File: config.mk
export PLATFORM = sky130hd
export DESIGN_NAME = idct_col_clip_buffer
export DESIGN_NICKNAME = d
export VERILOG_FILES = /design/src/rtl/idct_col_clip_buffer.sv
export SDC_FILE = /design/constraint.sdc
export NUM_CORES = 1
export LEC_CHECK = 0
export ABC_AREA = 1
export BUFFER_PORTS_ARGS = -buffer_cell sky130_fd_sc_hd__buf_2
export CELL_PAD_IN_SITES_DETAIL_PLACEMENT = 2
export CELL_PAD_IN_SITES_GLOBAL_PLACEMENT = 2
export CORE_MARGIN = 2
export CORE_UTILIZATION = 37
export CTS_CLUSTER_DIAMETER = 80
export DETAILED_ROUTE_END_ITERATION = 10
export PLACE_DENSITY_LB_ADDON = 0.15
export SYNTH_ARGS = -nofsm -noshare
export SYNTH_HDL_FRONTEND = slang
export SYNTH_SLANG_ARGS = --single-unit
File: constraint.sdc
create_clock -name clk -period 4.25 [get_ports clk]
set_input_delay 0.425 -clock clk [delete_from_list [all_inputs] [get_ports clk]]
set_output_delay 0.425 -clock clk [all_outputs]
set_load 0.01 [all_outputs]
File: src/rtl/idct_col_clip_buffer.sv
// idct_col_clip_buffer
//   Final stage of the column IDCT. Each accepted column of nine signed
//   32-bit terms goes through the last butterfly, the >>>14 descale, the
//   +128 level shift and the clip to 0..255. The eight resulting pixels are
//   written into one column of an 8x8 byte buffer. After eight columns the
//   block is streamed out in raster order, one byte per transfer.
//
// Ports
//   clk        rising-edge clock
//   rst_n      asynchronous active-low reset
//   flush      synchronous abort: back to FILL, counters cleared, buffer kept
//   col_in     nine signed terms, xk = col_in[32k+31:32k] (x5 unused)
//   in_valid   col_in valid
//   in_ready   block can accept a column (FILL state only)
//   out_data   unsigned pixel (zero outside DRAIN)
//   out_valid  out_data valid (DRAIN state)
//   out_ready  downstream accepts pixel
//   out_last   high with pixel 63 of the block
module idct_col_clip_buffer (
  input  logic         clk,
  input  logic         rst_n,
  input  logic         flush,
  input  logic [287:0] col_in,
  input  logic         in_valid,
  output logic         in_ready,
  output logic [7:0]   out_data,
  output logic         out_valid,
  input  logic         out_ready,
  output logic         out_last
);

  typedef enum logic {FILL, DRAIN} state_t;

  state_t      state_q, state_d;
  logic [2:0]  col_cnt_q, col_cnt_d;
  logic [5:0]  pix_cnt_q, pix_cnt_d;
  logic [7:0]  pix_buf_q [0:7][0:7];
  logic [7:0]  pix_buf_d [0:7][0:7];
  logic [7:0]  px [0:7];

  logic signed [31:0] x0, x1, x2, x3, x4, x6, x7, x8;
  logic               unused_x5;

  assign x0 = col_in[31:0];
  assign x1 = col_in[63:32];
  assign x2 = col_in[95:64];
  assign x3 = col_in[127:96];
  assign x4 = col_in[159:128];
  assign x6 = col_in[223:192];
  assign x7 = col_in[255:224];
  assign x8 = col_in[287:256];
  // x5 carries no information for this butterfly.
  assign unused_x5 = ^col_in[191:160];

  // Sign-extend both terms to 33 bits so the sum/difference never wraps.
  function automatic logic signed [32:0] bfly(input logic signed [31:0] a,
                                              input logic signed [31:0] b,
                                              input logic sub);
    logic signed [32:0] ae, be;
    ae = {a[31], a};
    be = {b[31], b};
    return sub ? (ae - be) : (ae + be);
  endfunction

  // Descale (floor, via arithmetic shift), level shift, clip to a byte.
  function automatic logic [7:0] descale_clip(input logic signed [32:0] s);
    logic signed [32:0] lv;
    lv = (s >>> 14) + 33'sd128;
    if (lv < 33'sd0)        return 8'd0;
    else if (lv > 33'sd255) return 8'd255;
    else                    return lv[7:0];
  endfunction

  always_comb begin
    px[0] = descale_clip(bfly(x7, x1, 1'b0));
    px[1] = descale_clip(bfly(x3, x2, 1'b0));
    px[2] = descale_clip(bfly(x0, x4, 1'b0));
    px[3] = descale_clip(bfly(x8, x6, 1'b0));
    px[4] = descale_clip(bfly(x8, x6, 1'b1));
    px[5] = descale_clip(bfly(x0, x4, 1'b1));
    px[6] = descale_clip(bfly(x3, x2, 1'b1));
    px[7] = descale_clip(bfly(x7, x1, 1'b1));
  end

  always_comb begin
    state_d   = state_q;
    col_cnt_d = col_cnt_q;
    pix_cnt_d = pix_cnt_q;
    pix_buf_d = pix_buf_q;
    if (flush) begin
      // Abort wins over any handshake; old bytes are left to be overwritten.
      state_d   = FILL;
      col_cnt_d = 3'd0;
      pix_cnt_d = 6'd0;
    end else begin
      case (state_q)
        FILL: begin
          if (in_valid) begin
            for (int r = 0; r < 8; r++) begin
              pix_buf_d[r][col_cnt_q] = px[r];
            end
            col_cnt_d = col_cnt_q + 3'd1;
            if (col_cnt_q == 3'd7) state_d = DRAIN;
          end
        end
        DRAIN: begin
          if (out_ready) begin
            pix_cnt_d = pix_cnt_q + 6'd1;
            if (pix_cnt_q == 6'd63) state_d = FILL;
          end
        end
        default: state_d = FILL;
      endcase
    end
  end

  always_ff @(posedge clk or negedge rst_n) begin
    if (!rst_n) begin
      state_q   <= FILL;
      col_cnt_q <= 3'd0;
      pix_cnt_q <= 6'd0;
      for (int r = 0; r < 8; r++) begin
        for (int c = 0; c < 8; c++) begin
          pix_buf_q[r][c] <= 8'd0;
        end
      end
    end else begin
      state_q   <= state_d;
      col_cnt_q <= col_cnt_d;
      pix_cnt_q <= pix_cnt_d;
      pix_buf_q <= pix_buf_d;
    end
  end

  // in_ready is qualified by rst_n so it drops the instant reset asserts.
  assign in_ready  = rst_n && (state_q == FILL);
  assign out_valid = (state_q == DRAIN);
  assign out_last  = (state_q == DRAIN) && (pix_cnt_q == 6'd63);
  assign out_data  = (state_q == DRAIN) ? pix_buf_q[pix_cnt_q[5:3]][pix_cnt_q[2:0]] : 8'd0;

endmodule

==> results.yml, run 1 <==
floorplanning:
  initial_utilization_pct: 37.2
  die_w_um: 362
  num_io_pins: 304
  dieArea_um2: 131000
  design.core.area_um2: 127000
  die-height_um: 362
  std_cell_rows: 131
yosys:
  synth_top_cells_by_area: "sky130_fd_sc_hd__dfrtp_1 28%, sky130_fd_sc_hd__nand2_1 22%, sky130_fd_sc_hd__nand3_1 9.4%, sky130_fd_sc_hd__inv_1 7.4%, sky130_fd_sc_hd__ha_1 6.9%"
  synth_top_flop_cell: "sky130_fd_sc_hd__dfrtp_1"
  total_of_warnings_raised_by_yosys: 0
  most_common_cell_in_the_netlist: "sky130_fd_sc_hd__nand2_1"
  ys_seq_area_share_pct: 27.6
  synth.lib_cells_used.distinct: 56
  async_reset_ff_share_pct: 100
  yosys-top-cells-count: "2774 x sky130_fd_sc_hd__nand2_1, 929 x sky130_fd_sc_hd__inv_1, 891 x sky130_fd_sc_hd__nand3_1"
  syn_avg_cell_area_um2: 6.13
  synthDominantAreaCellType: "sky130_fd_sc_hd__dfrtp_1"
  synth_edf_count: 0
  synth_largest_type_area_fraction_pct: 27.6
  synthesized_netlist_net_count: 8269
  ys_ff_latch: 522
  synthCells: 7717
  netlist_area_um2: 47300
placed_design:
  placement.setup.worst_slack_ns: -0.0805
  gpl.final_weighted_congestion: 0.936
  number_of_port_buffers: 271
  detailed_place_hpwl_mm: 167
  number_of_instances_in_the_placed_design: 9485
timing:
  relSlewSlack_pct: 17.9
  fin_skew_ns: 0.0405
  worst_slack_ns: 0.0970
  fmax_mhz: 241
  setup_viol_count_final: 0
  worst-slew-pin-transition_ns: 1.23
  timing.final.hold_violations: 0
  min_period_over_period_pct: 97.7
  fin_setup_tns_ns: 0
  final_max_slew_viol_count: 0
  final_period_minus_worst_setup_slack_ns: 4.15
  rsz0062_at_grt: "yes"
setup_path:
  worstPathMaxFanout: 118
  worst_ep_arrival_time_ns: 3.73
  rrSetupSlack_ns: 1.11
  critPathRequiredTime_ns: 3.83
  timing.critical_path.from_type: "flip-flop"
  worst_r2r_startpoint: "pix_cnt_q[1]$_DFFE_PN0P_"
  worst_setup_path_end_kind: "output port"
  worstReg2RegEnd: "pix_cnt_q[5]$_DFFE_PN0P_"
  rr_worst_depth: 8
  critical_path_class: "reg -> out"
finish:
  finalCoreUtilization_pct: 41.6
  fin_cells: 9600
  design.final.nets: 8438
  fillers: 15992
  ff_latch_area_um2: 13100
  multiInputGateArea_um2: 29200
  post_route_cells_drive_above_1_share_pct: 9.13
  area.growth.synth_to_final_pct: 11.9
power:
  clock_power_share_pct: 29.1
  net-switching-power_w: 0.00754
  maximum_ir_drop_on_the_vdd_rail_v: 0.000315
  power.density_cell_area_nw_per_um2: 353
  power_switching_share_pct: 40.3
  totalPowerFinal_w: 0.0187
  pwr-share-seq_pct: 36.1
  power.static_leakage_nw: 29.2
  cellInternalPower_w: 0.0112
  comb_power_share_pct: 34.8
min_path:
  hold-path-endpoint: "out_valid$_DFF_PN0_"
  hold_path_class: "in -> reg"
  min_delay_path_depth: 3
  worst_hold_startpoint: "out_ready"
clock_network:
  clock_sinks: 522
  clock_tree_from_tritoncts: "yes"
  count_of_h_tree_levels_built_during_cts: 2
  clk-insertion-delay-late_ns: 0.67
  worst_setup_hold_path_clk_slew_ns: 0.06
  cts_root_buf: "sky130_fd_sc_hd__clkbuf_16"
  cts_buffers: 60
  clk_path_buf_depth: 3
status:
  run_status: "complete, no violations"
global_route:
  grtUsageMet3_pct: 3.29
  grt_antenna_before_repair: 7
  grt_first_pass_wirelength_mm: 352
  grt.overflow.total: 0
  grt_usage_pct: 34.1
  use_met1_pct: 41.9
  grt_pass1_vias: 59709
  globalRoute.busiestLayer: "met2"
  grt_max_degree: 150
  globalRouteMet2Util_pct: 61.1
route:
  routed_wl_mm: 225
  vias: 54064
  remaining_number_of_nets_flagged_by_the_antenna_check_after_routing: 0
  drt_pre_antenna_iters: 5
  viasPerCell: 5.63
  drt_first_iter_violations: 3302
  drcViolationCount: 0
  wl_per_cell_um: 23.5
run:
  maxCapViolations: 0
metal layers:
layer | wire, um | up-vias | share of wire [%]
met3 | 9510 | 424 | 4.2
met5 | 65 | - | 0.029
li1 | - | 24887 | -
met1 | 94200 | 27378 | 42
met2 | 112000 | 1365 | 50
met4 | 9840 | 10 | 4.4
state kept, by name (all words and copies together) (netlist names):
register,flops
pix_cnt_q,6
out_valid,1
pix_buf_q,512
col_cnt_q,3
per-stage QoR:
| step | hold slack, ns | area [um2] |
|---|---|---|
| after floorplan | 0.129 | 47300 |
| after global placement | 0.441 | 50900 |
| after detailed placement | 0.435 | 50900 |
| after CTS | 0.0380 | 52900 |
| after global routing | 0.0856 | 52900 |
| final | 0.0669 | 53000 |
cell usage in the layout (no fill, tap or decap), types with 23 or more instances in the layout:
cell	netlist	routed
sky130_fd_sc_hd__a21oi_1	237	237
sky130_fd_sc_hd__a31oi_1	47	47
sky130_fd_sc_hd__buf_12	0	33
sky130_fd_sc_hd__buf_2	85	270
sky130_fd_sc_hd__buf_4	15	129
sky130_fd_sc_hd__clkbuf_16	0	62
sky130_fd_sc_hd__dfrtp_1	522	519
sky130_fd_sc_hd__ha_1	259	259
sky130_fd_sc_hd__inv_1	929	927
sky130_fd_sc_hd__nand2_1	2774	2773
sky130_fd_sc_hd__nand3_1	891	891
sky130_fd_sc_hd__nand3_4	24	24
sky130_fd_sc_hd__nand4_1	52	52
sky130_fd_sc_hd__nor2_1	778	770
sky130_fd_sc_hd__nor2_2	38	38
sky130_fd_sc_hd__nor2_4	15	23
sky130_fd_sc_hd__nor3_1	37	37
sky130_fd_sc_hd__o21ai_0	385	385
sky130_fd_sc_hd__o21bai_1	31	31
sky130_fd_sc_hd__o221ai_1	87	87
sky130_fd_sc_hd__o22ai_1	38	38
sky130_fd_sc_hd__xor2_1	54	54
power by group through the flow:
stage	registers (W)	logic (W)	clock network, W
global placement	0.00668	0.00605	0
CTS	0.00672	0.00651	0.00548
global route	0.00685	0.00723	0.00564
floorplan	0.00656	0.00408	0
detailed placement	0.00676	0.00642	0
finish	0.00676	0.00651	0.00543
final cells by class:
class                           instances  share of cell area, %
Inverter                              958                   6.81
Multi-Input combinational cell       5910                   55.1
Tap cell                             1662                   3.93
Clock inverter                         17                  0.295
Clock buffer                           96                   3.53
Sequential cell                       522                   24.7
Antenna cell                            1                0.00473
Timing Repair Buffer                  434                   5.68
worst max-delay path by stage:
| stage | from | end | slack, ns |
|---|---|---|---|
| 2_1_floorplan | col_in[78] | pix_buf_q[384]$_DFFE_PN0P_ | 1.07 |
| 3_3_place_gp | col_in[208] | pix_buf_q[196]$_DFFE_PN0P_ | 0.15 |
| 3_5_place_dp | col_in[46] | pix_buf_q[61]$_DFFE_PN0P_ | -0.08 |
| 4_1_cts | pix_cnt_q[3]$_DFFE_PN0P_ | out_data[0] | 0.07 |
| 5_1_grt | pix_cnt_q[3]$_DFFE_PN0P_ | out_data[0] | -0.02 |
| 6_report | pix_cnt_q[3]$_DFFE_PN0P_ | out_data[7] | 0.1 |
critical path: stages, from the launching register on:
cell	delay, ns
sky130_fd_sc_hd__dfrtp_4	0.55
sky130_fd_sc_hd__inv_8	0.54
sky130_fd_sc_hd__o21ai_0	0.23
sky130_fd_sc_hd__o22ai_1	0.33
sky130_fd_sc_hd__o21ai_0	0.14
sky130_fd_sc_hd__o22ai_1	0.24
sky130_fd_sc_hd__a21oi_1	0.10
sky130_fd_sc_hd__a221oi_1	0.64
sky130_fd_sc_hd__buf_2	0.25
kinds of logic after synthesis:
| group | count (synthesis) | share of synthesized area (%) |
|---|---|---|
| fa+ha+maj | 259 | 6.85 |
| flops | 522 | 27.6 |
| buf+inv | 1285 | 10.9 |
| simple gates | 4708 | 42.6 |
| xor+xnor | 63 | 1.17 |
| compound gates | 880 | 10.9 |
timing repair:
action                     4_1_cts  5_1_grt
gates resized for setup          0        0
setup endpoints to repair        0        1
hold endpoints to repair        57        0
hold buffers                     1        0
buffers inserted                 0        0
Note: power is estimated with default switching activity, not from simulation.
==> run 2: changes to the inputs <==
--- a/config.mk
+++ b/config.mk
@@ -6,11 +6,12 @@
 export NUM_CORES = 1
 export LEC_CHECK = 0
 export ABC_AREA = 1
+export ABC_CLOCK_PERIOD_IN_PS = 4500
 export BUFFER_PORTS_ARGS = -buffer_cell sky130_fd_sc_hd__buf_2
 export CELL_PAD_IN_SITES_DETAIL_PLACEMENT = 2
 export CELL_PAD_IN_SITES_GLOBAL_PLACEMENT = 2
 export CORE_MARGIN = 2
-export CORE_UTILIZATION = 37
+export CORE_UTILIZATION = 34
 export CTS_CLUSTER_DIAMETER = 80
 export DETAILED_ROUTE_END_ITERATION = 10
 export PLACE_DENSITY_LB_ADDON = 0.15
==> constraint.sdc (replaced) <==
create_clock -name clk -period 4.5 [get_ports clk]
set_input_delay 0.45 -clock clk [delete_from_list [all_inputs] [get_ports clk]]
set_output_delay 0.45 -clock clk [all_outputs]
set_load 0.01 [all_outputs]
==> run 2 against run 1 <==
Against the previous run:
- clock skew shrank 0.029 ns
- highest routed layer is now met4
- register-to-register slack better by 0.44 ns
- wire length decreased by 1.3%
==> results.yml, run 2 (same netlist as run 1, synthesis figures left out) <==
setup_path:
  worstPathMaxFanout: 76
  worst_path_bufs_invs: 4
  rr_worst_depth: 9
  top_delay_family_on_crit_path: "buffers and inverters"
  worstReg2RegEnd: "pix_buf_q[266]$_DFFE_PN0P_"
  timing.critical_path.from_type: "flip-flop"
  critical_path.max_stage_delay_ns: 0.65
  worst_r2r_startpoint: "out_valid$_DFF_PN0_"
  cpMostUsedCell: "sky130_fd_sc_hd__nor2_1"
  worst_ep_arrival_time_ns: 3.82
  worst_setup_path_end_kind: "output port"
  rrSetupSlack_ns: 1.55
  critical_path_class: "reg -> out"
  critPathRequiredTime_ns: 4.05
  cp_slowest_cell: "sky130_fd_sc_hd__dfrtp_4"
  path_cells: "inv_8 -> buf_12 -> buf_4 -> o21ai_0 -> o22ai_1 -> nor2_1 -> o311ai_0 -> a31oi_1 -> nor2_1 -> buf_2"
route:
  viasPerCell: 5.51
  drt_first_iter_violations: 2931
  vias: 53482
  drcViolationCount: 0
  routedLengthMet1_mm: 96.9
  wl_per_cell_um: 22.9
  met2_wirelength_from_detailed_routing_mm: 109
  routed_wl_mm: 222
  drt_pre_antenna_iters: 5
  remaining_number_of_nets_flagged_by_the_antenna_check_after_routing: 0
  dr_wl_met3_mm: 7.83
  highest_metal_layer_with_signal_wires: "met4"
timing:
  relSlewSlack_pct: 20.0
  final_max_slew_viol_count: 0
  fmax_mhz: 234
  timing.final.hold_violations: 0
  min_period_over_period_pct: 94.9
  rsz0062_at_grt: "no"
  final_period_minus_worst_setup_slack_ns: 4.27
  fin_skew_ns: 0.0118
  fin_setup_tns_ns: 0
  worst-slew-pin-transition_ns: 1.20
  fin_worst_hold_slack_ns: 0.0744
  worst_slack_ns: 0.228
  setup_viol_count_final: 0
min_path:
  worst_hold_startpoint: "flush"
  hold_path_class: "in -> reg"
  min_delay_path_depth: 2
  hold-path-endpoint: "pix_cnt_q[3]$_DFFE_PN0P_"
clock_network:
  postCtsSetupRepairBufs: 0
  cts_buffers: 61
  cts_root_buf: "sky130_fd_sc_hd__clkbuf_16"
  holdBufCountCts: 1
  worst_setup_hold_path_clk_slew_ns: 0.06
  count_of_h_tree_levels_built_during_cts: 2
  clock_tree_from_tritoncts: "yes"
  clk-insertion-delay-late_ns: 0.65
  post_cts_gate_resize_count: 0
  clk_path_buf_depth: 3
  clock_sinks: 522
placed_design:
  gpl.final_weighted_congestion: 0.935
  number_of_port_buffers: 271
  detailed_place_hpwl_mm: 164
  dpl-instance-area_um2: 50700
  placement.setup.worst_slack_ns: 0.0839
floorplanning:
  std_cell_rows: 136
  die_w_um: 377
  design.core.area_um2: 138000
  initial_utilization_pct: 34.3
  die-height_um: 377
  dieArea_um2: 142000
  num_io_pins: 304
global_route:
  grt_pass1_vias: 58407
  grt_antenna_before_repair: 1
  grt_max_degree: 131
  grt_usage_pct: 30.9
  grt.overflow.total: 0
  grt_first_pass_wirelength_mm: 344
finish:
  design.final.nets: 8410
  biggestRegsByFlops: "pix_buf_q (512), pix_cnt_q (6), col_cnt_q (3)"
  layout_common_cells: "2773 x sky130_fd_sc_hd__nand2_1, 927 x sky130_fd_sc_hd__inv_1, 891 x sky130_fd_sc_hd__nand3_1"
  largest_register_ffs: 512
  top_register: "pix_buf_q"
  post_route_cells_drive_above_1_share_pct: 8.83
  layout.cells.most_common: "sky130_fd_sc_hd__nand2_1"
  final_cell_area_um2: 52900
  area.growth.synth_to_final_pct: 11.9
power:
  totalPowerFinal_w: 0.0178
  maximum_ir_drop_on_the_vdd_rail_v: 0.000313
  power.static_leakage_nw: 29.1
  power.density_cell_area_nw_per_um2: 336
run:
  maxCapViolations: 0
status:
  run_status: "complete, no violations"
-- run 2: cell types whose count changed in the layout (fill, tap and decap cells not counted), sizes merged --
cell,delta
diode,+1
buf,-29
clkinvlp,+1
clkinv,-6
bufinv,+5
clkbuf,+1
-- run 2: worst register-to-register path: cells and delay by family (launching register included) --
kind	cells	cell delay [ns]
buf+inv	4	0.79
flops	1	0.44
simple gates	5	1.61
-- run 2: layer usage --
metal | GRT usage (%) | vias to the layer above
met5 | 0 | -
met1 | 38.8 | 27201
met3 | 2.60 | 366
met2 | 55.2 | 1099
li1 | - | 24816
met4 | 11.0 | 0
-- run 2: final cells by class --
| cell class | instances | area, um2 |
|---|---|---|
| clock inverter | 17 | 267 |
| tap | 1794 | 2240 |
| clock buffer | 97 | 1900 |
| timing repair buffer | 405 | 2680 |
| inverter | 958 | 3610 |
| fill | 17430 | 84900 |
| multi-input combinational | 5910 | 29200 |
| antenna | 2 | 5.00 |
| sequential | 522 | 13100 |
-- run 2: worst max path at each step --
stage	end	from	cells past startpoint	slack [ns]
2_1_floorplan	pix_buf_q[384]$_DFFE_PN0P_	col_in[78]	24	1.29
3_3_place_gp	pix_buf_q[220]$_DFFE_PN0P_	col_in[211]	22	0.31
3_5_place_dp	pix_buf_q[236]$_DFFE_PN0P_	col_in[211]	22	0.08
4_1_cts	out_data[0]	pix_cnt_q[3]$_DFFE_PN0P_	10	0.22
5_1_grt	out_data[1]	pix_cnt_q[3]$_DFFE_PN0P_	12	0.08
6_report	out_data[0]	pix_cnt_q[3]$_DFFE_PN0P_	10	0.23
-- run 2: metrics by stage --
stage / utilization (%) / std cells
6_report: 38.4 / 9705
2_1_floorplan: - / 7717
4_1_cts: 38.4 / 9703
5_1_grt: 38.4 / 9705
3_5_place_dp: 36.8 / 9588
3_3_place_gp: 36.8 / 9588
-- run 2: power breakdown --
part           switching, W  internal, W
clock               0.00215      0.00328
combinational       0.00423      0.00180
sequential         0.000616      0.00574
